<file path="config.mk">
export PLATFORM = sky130hd
export DESIGN_NAME = ruler_job_controller
export DESIGN_NICKNAME = d
export VERILOG_FILES = /design/src/rtl/ruler_job_controller.sv
export SDC_FILE = /design/constraint.sdc
export NUM_CORES = 1
export LEC_CHECK = 0
export ABC_AREA = 1
export BUFFER_PORTS_ARGS = -buffer_cell sky130_fd_sc_hd__buf_2
export CAP_MARGIN = 0
export CORE_MARGIN = 10
export CORE_UTILIZATION = 46
export CTS_CLUSTER_DIAMETER = 40
export DETAILED_ROUTE_END_ITERATION = 6
export GPL_TIMING_DRIVEN = 1
export PLACE_DENSITY = 0.93
export SYNTH_ARGS = -nofsm -noshare
export SYNTH_HDL_FRONTEND = slang
export SYNTH_SLANG_ARGS = --single-unit
</file>
<file path="constraint.sdc">
create_clock -name FXCLK -period 3.5 [get_ports FXCLK]
set_clock_uncertainty 0.2 [all_clocks]
set_input_delay 0.175 -clock FXCLK [delete_from_list [all_inputs] [get_ports FXCLK]]
set_output_delay 0.175 -clock FXCLK [all_outputs]
set_load 0.01 [all_outputs]
</file>
<file path="src/rtl/ruler_job_controller.sv">
// Host-side job controller for the ruler search: loads a byte-stream job into firstvalues,
// runs the search assembly, then streams the result count and stored rulers back as bytes.
module ruler_job_controller #(
  parameter int NUMPOSITIONS = 5,
  parameter int VALBITS      = 9,
  parameter int NUMRESULTS   = 5,
  parameter int RST_CYCLES   = 4
) (
  input  logic                                             FXCLK,
  input  logic                                             RESET_IN,
  input  logic [7:0]                                       rx_data,
  input  logic                                             rx_valid,
  output logic                                             rx_ready,
  output logic [7:0]                                       tx_data,
  output logic                                             tx_valid,
  input  logic                                             tx_ready,
  output logic [(NUMPOSITIONS+1)*VALBITS-1:0]              firstvalues,
  output logic                                             search_reset,
  input  logic                                             search_done,
  input  logic [5:0]                                       num_results,
  input  logic [(NUMPOSITIONS+1)*VALBITS*NUMRESULTS-1:0]   results,
  output logic                                             busy,
  output logic [2:0]                                       o_dbg_state
);

  localparam int NV = NUMPOSITIONS + 1;
  localparam int FW = NV * VALBITS;
  localparam int RW = FW * NUMRESULTS;
  localparam int HW = VALBITS - 8;
  localparam int MW = (NV > 1) ? $clog2(NV) : 1;
  localparam int CW = (RST_CYCLES > 1) ? $clog2(RST_CYCLES) : 1;
  localparam logic [MW-1:0] LAST_MARK = MW'(NUMPOSITIONS);

  localparam logic [2:0] ST_IDLE    = 3'd0;
  localparam logic [2:0] ST_LOAD    = 3'd1;
  localparam logic [2:0] ST_RSTHOLD = 3'd2;
  localparam logic [2:0] ST_RUN     = 3'd3;
  localparam logic [2:0] ST_HDR     = 3'd4;
  localparam logic [2:0] ST_DATA    = 3'd5;
  localparam logic [2:0] ST_DONE    = 3'd6;

  // Handshake: a byte moves on a rising FXCLK edge where valid and ready are both high;
  // tx_data/tx_valid are registers and hold steady while tx_valid=1 and tx_ready=0.

  logic [2:0]        r_state;
  logic [FW-1:0]     r_fv;
  logic [HW-1:0]     r_hi;
  logic              r_rx_lo;
  logic [MW-1:0]     r_val_idx;
  logic [CW-1:0]     r_hold_cnt;
  logic              r_run_arm;
  logic [5:0]        r_nrep;
  logic [5:0]        r_k;
  logic [MW-1:0]     r_i;
  logic              r_tx_lo;
  logic [7:0]        r_tx_data;
  logic              r_tx_valid;

  logic              w_rx_fire;
  logic              w_tx_fire;
  logic [VALBITS-1:0] w_rx_val;
  logic [5:0]        w_nk;
  logic [MW-1:0]     w_ni;
  logic              w_nlo;
  logic              w_tx_last;
  logic [VALBITS-1:0] w_val;
  logic [15:0]       w_val16;
  logic [7:0]        w_tx_byte;

  assign rx_ready     = (r_state == ST_IDLE) || (r_state == ST_LOAD);
  assign search_reset = !((r_state == ST_RUN) || (r_state == ST_HDR) || (r_state == ST_DATA));
  assign busy         = !((r_state == ST_IDLE) || (r_state == ST_DONE));
  assign tx_data      = r_tx_data;
  assign tx_valid     = r_tx_valid;
  assign firstvalues  = r_fv;
  assign o_dbg_state  = r_state;

  assign w_rx_fire = rx_valid && rx_ready;
  assign w_tx_fire = r_tx_valid && tx_ready;
  assign w_rx_val  = {r_hi, rx_data};

  // Position of the byte to present after the current one (HDR starts at result 1, mark 0, hi).
  always_comb begin
    w_nk  = r_k;
    w_ni  = r_i;
    w_nlo = 1'b0;
    if (r_state == ST_HDR) begin
      w_nk = 6'd0;
      w_ni = '0;
    end else if (!r_tx_lo) begin
      w_nlo = 1'b1;
    end else if (r_i == LAST_MARK) begin
      w_nk = r_k + 6'd1;
      w_ni = '0;
    end else begin
      w_ni = r_i + MW'(1);
    end
  end

  assign w_tx_last = (r_k == r_nrep - 6'd1) && (r_i == LAST_MARK) && r_tx_lo;

  always_comb begin
    w_val = '0;
    for (int k = 0; k < NUMRESULTS; k++) begin
      for (int i = 0; i < NV; i++) begin
        if ((w_nk == 6'(k)) && (w_ni == MW'(i))) begin
          w_val = results[RW-1-(k*NV+i)*VALBITS -: VALBITS];
        end
      end
    end
  end

  assign w_val16   = 16'(w_val);
  assign w_tx_byte = w_nlo ? w_val16[7:0] : w_val16[15:8];

  always_ff @(posedge FXCLK) begin
    if (RESET_IN) begin
      r_state    <= ST_IDLE;
      r_fv       <= '0;
      r_hi       <= '0;
      r_rx_lo    <= 1'b0;
      r_val_idx  <= '0;
      r_hold_cnt <= '0;
      r_run_arm  <= 1'b0;
      r_nrep     <= '0;
      r_k        <= '0;
      r_i        <= '0;
      r_tx_lo    <= 1'b0;
      r_tx_data  <= '0;
      r_tx_valid <= 1'b0;
    end else begin
      case (r_state)
        ST_IDLE: begin
          if (w_rx_fire) begin
            r_fv      <= '0;
            r_hi      <= rx_data[HW-1:0];
            r_rx_lo   <= 1'b1;
            r_val_idx <= '0;
            r_state   <= ST_LOAD;
          end
        end
        ST_LOAD: begin
          if (w_rx_fire) begin
            if (!r_rx_lo) begin
              r_hi    <= rx_data[HW-1:0];
              r_rx_lo <= 1'b1;
            end else begin
              for (int j = 0; j < NV; j++) begin
                if (r_val_idx == MW'(j)) r_fv[FW-1-j*VALBITS -: VALBITS] <= w_rx_val;
              end
              r_rx_lo <= 1'b0;
              if (r_val_idx == LAST_MARK) begin
                r_hold_cnt <= '0;
                r_state    <= ST_RSTHOLD;
              end else begin
                r_val_idx <= r_val_idx + MW'(1);
              end
            end
          end
        end
        ST_RSTHOLD: begin
          if (r_hold_cnt == CW'(RST_CYCLES - 1)) begin
            r_run_arm <= 1'b0;
            r_state   <= ST_RUN;
          end else begin
            r_hold_cnt <= r_hold_cnt + CW'(1);
          end
        end
        ST_RUN: begin
          // The assembly's done output is stale for the first cycle out of reset.
          r_run_arm <= 1'b1;
          if (r_run_arm && search_done) begin
            r_nrep     <= (num_results > 6'(NUMRESULTS)) ? 6'(NUMRESULTS) : num_results;
            r_tx_data  <= {2'b00, num_results};
            r_tx_valid <= 1'b1;
            r_state    <= ST_HDR;
          end
        end
        ST_HDR: begin
          if (w_tx_fire) begin
            if (r_nrep != 6'd0) begin
              r_k       <= w_nk;
              r_i       <= w_ni;
              r_tx_lo   <= w_nlo;
              r_tx_data <= w_tx_byte;
              r_state   <= ST_DATA;
            end else begin
              r_tx_valid <= 1'b0;
              r_state    <= ST_DONE;
            end
          end
        end
        ST_DATA: begin
          if (w_tx_fire) begin
            if (w_tx_last) begin
              r_tx_valid <= 1'b0;
              r_state    <= ST_DONE;
            end else begin
              r_k       <= w_nk;
              r_i       <= w_ni;
              r_tx_lo   <= w_nlo;
              r_tx_data <= w_tx_byte;
            end
          end
        end
        ST_DONE: r_state <= ST_IDLE;
        default: r_state <= ST_IDLE;
      endcase
    end
  end

endmodule
</file>
==> results.json <==
{
  "gp_congestion": 1.02,
  "cts_tree": "yes",
  "drc": 0,
  "ys_seq_area_frac": 0.280,
  "wl_met1_um": 12300,
  "ir_drop_mv": 0.631,
  "syn_to_final_growth_pct": 46.4,
  "setup_slack_ns": -0.0192,
  "die_y_um": 138,
  "ant_nets": 0,
  "crit_fanout": 6,
  "path_class": "register to register",
  "cts_root_buffer": "clkbuf_16",
  "clk_pin_slew_ns": 0.06,
  "drt_first_pass_iters": 6,
  "antenna_found_initial": 3,
  "async_reset_ff_frac": 0,
  "crit_path_start_kind": "register",
  "cts_buffers": 9,
  "power_frac_clock": 0.241,
  "startpoint": "r_i[2]",
  "met3WireLength_um": 2850,
  "coreArea_um2": 13800,
  "dpl.hpwl_um": 26200,
  "grt_pass1_vias": 8699,
  "synthCells": 1037,
  "synth_top_area_cell": "dfxtp_1",
  "outcome": "finished with violations",
  "grt_max_degree": 36,
  "synth_edf_count": 0,
  "clk_latency_ns": 0.34,
  "synth.avg_cell_area_um2": 6.20,
  "p_sw_frac": 0.391,
  "synth_top_cell_area_share": 0.280,
  "yosysUniqueCellTypes": 55,
  "drv_slew": 0,
  "holdWs_ns": 0.0158,
  "power-per-cell-area_nw_per_um2": 447,
  "layout-drive-gt1-share": 0.377,
  "h-tree-depth": 3,
  "cpPeakStageDelay_ns": 0.38,
  "num_vias": 8976,
  "grt_usage": 0.308,
  "min_from": "results[24]",
  "die_w_um": 138,
  "io_pins": 358,
  "rsz0062_at_grt": "yes",
  "synth_ff_type": "dfxtp_1",
  "synth_top_cells_by_area": "dfxtp_1 (28%), nand2_1 (16%), a21oi_1 (9.1%)",
  "maxCapViolCount": 0,
  "fin_util": 0.683,
  "cell_internal_pwr_mw": 2.56,
  "leakagePower_nw": 4.74,
  "worstPathRequired_ns": 3.52,
  "top_layer": "met5",
  "yosysWarningCount": 0,
  "period_share": 1.01,
  "syn-num-nets": 1335,
  "combPwrFrac": 0.409,
  "initial_core_util": 0.467,
  "setup_viol": 1,
  "final_nets": 1750,
  "violations": "setup timing",
  "std_cell_rows": 43,
  "grt-ovfl-total": 0,
  "die-area_um2": 19100,
  "crit_path_end_kind": "register",
  "cp_slowest_cell": "dfxtp_4",
  "worst_slew_margin_rel": 0.129,
  "power_switching_mw": 1.64,
  "wl_per_cell_um": 19.7,
  "ctsLongestPathBuffers": 2,
  "hold_viol": 0,
  "r2r_start": "r_i[2]",
  "port-buffer-count": 357,
  "drt_iter0_drc": 783,
  "synthesis.area_um2": 6430,
  "grt_pass1_wl_um": 48500,
  "ys_ff_latch": 90,
  "critPathArrivalTime_ns": 3.54,
  "fmax_mhz": 284,
  "pwr-share-seq": 0.350,
  "worst_slew_pin_slew_ns": 1.30,
  "layout_min_cycle_time_ns": 3.52,
  "path_common_cell": "nand4_1",
  "wl_met2_um": 16100,
  "vias_per_cell": 5.48,
  "yosysMostFrequentCell": "nand2_1",
  "hold_class": "input port to register",
  "wirelength_um": 32300,
  "clock_sinks": 90,
  "ys_top_cells_by_count": "nand2_1 (267), a21oi_1 (117), nor2_1 (110)"
}
## worst max-delay path, delay by kind of cell (launching register included)
kind | cells | cell delay (ns)
AND/OR/NAND/NOR | 20 | 2.15
AO/OA/AOI/OAI | 4 | 0.43
flip-flops | 1 | 0.38
buffers and inverters | 2 | 0.21
## layout make-up
cell class              count  area [um^2]
diodes                      2         5.00
clock buffers              13          270
well taps                 180          225
inverters                 126          493
clock inverters             3         46.3
flip-flops and latches     90         1820
fillers                  1267         4370
repair buffers            428         2350
multi-input cells         797         4200
## sequential cells by signal, indices dropped and copies added (netlist names), 2 cells and up
signal       count
r_k              6
o_dbg_state      3
tx_data          8
r_i              3
r_val_idx        3
r_nrep           6
r_hold_cnt       2
firstvalues     54
## path summary, 6_finish.rpt
path | cells past startpoint | slack (ns) | to
setup / recovery | 26 | -0.02 | tx_data[6]
hold / removal | 5 | 0.02 | tx_data[6]
setup reg to reg | 26 | -0.02 | tx_data[6]
hold reg to reg | 1 | 0.26 | firstvalues[7]
## cells by family after synthesis
kind of cell    Yosys count  synth area share
simple gates            558             0.412
compound gates          223             0.190
buf+inv                 150            0.0900
flops                    90             0.280
fa+ha+maj                 9            0.0175
xor+xnor                  7           0.00954
## routing by layer
metal  GRT usage  vias to the layer above
met1       0.352                     4108
met3      0.0682                       73
li1            -                     4261
met4      0.0982                        2
met5           0                        -
met2       0.554                      532
## repair_timing
item / in CTS / in global routing
gates cloned: 0 / 0
endpoints found under the hold margin: 9 / 0
gates resized for setup: 6 / 44
hold buffers: 7 / 0
buffers inserted: 1 / 11
endpoints found under the setup margin: 3 / 8
pin swaps: 6 / 33
## cells in the final DEF, fill, tap and decap left out, types with 16 or more instances in the layout
cell,n
a21oi_1,111
buf_2,357
buf_4,61
dfxtp_1,83
inv_1,104
inv_2,16
nand2_1,260
nand3_1,44
nand4_1,52
nor2_1,108
o21ai_0,70
## power by group through the flow
stage | clock network, mW | logic, mW | registers (mW)
floorplan | 0 | 0.743 | 1.60
global placement | 0 | 1.62 | 1.46
detailed placement | 0 | 1.66 | 1.47
CTS | 1.01 | 1.69 | 1.46
global route | 1.04 | 1.89 | 1.49
finish | 1.01 | 1.72 | 1.47
## per-stage QoR
stage	area, um^2	setup slack [ns]	setup TNS [ns]	std cells	total power [mW]
final	9410	-0.0192	-0.0192	1639	4.20
after global routing	9410	-0.267	-1.10	1639	4.43
after CTS	9160	0.00702	0	1627	4.17
after detailed placement	8740	0.00797	0	1603	3.13
after global placement	8740	0.0323	0	1603	3.08
after floorplan	6430	0.517	0	1037	2.34
Power figures use the tool's default switching activity.
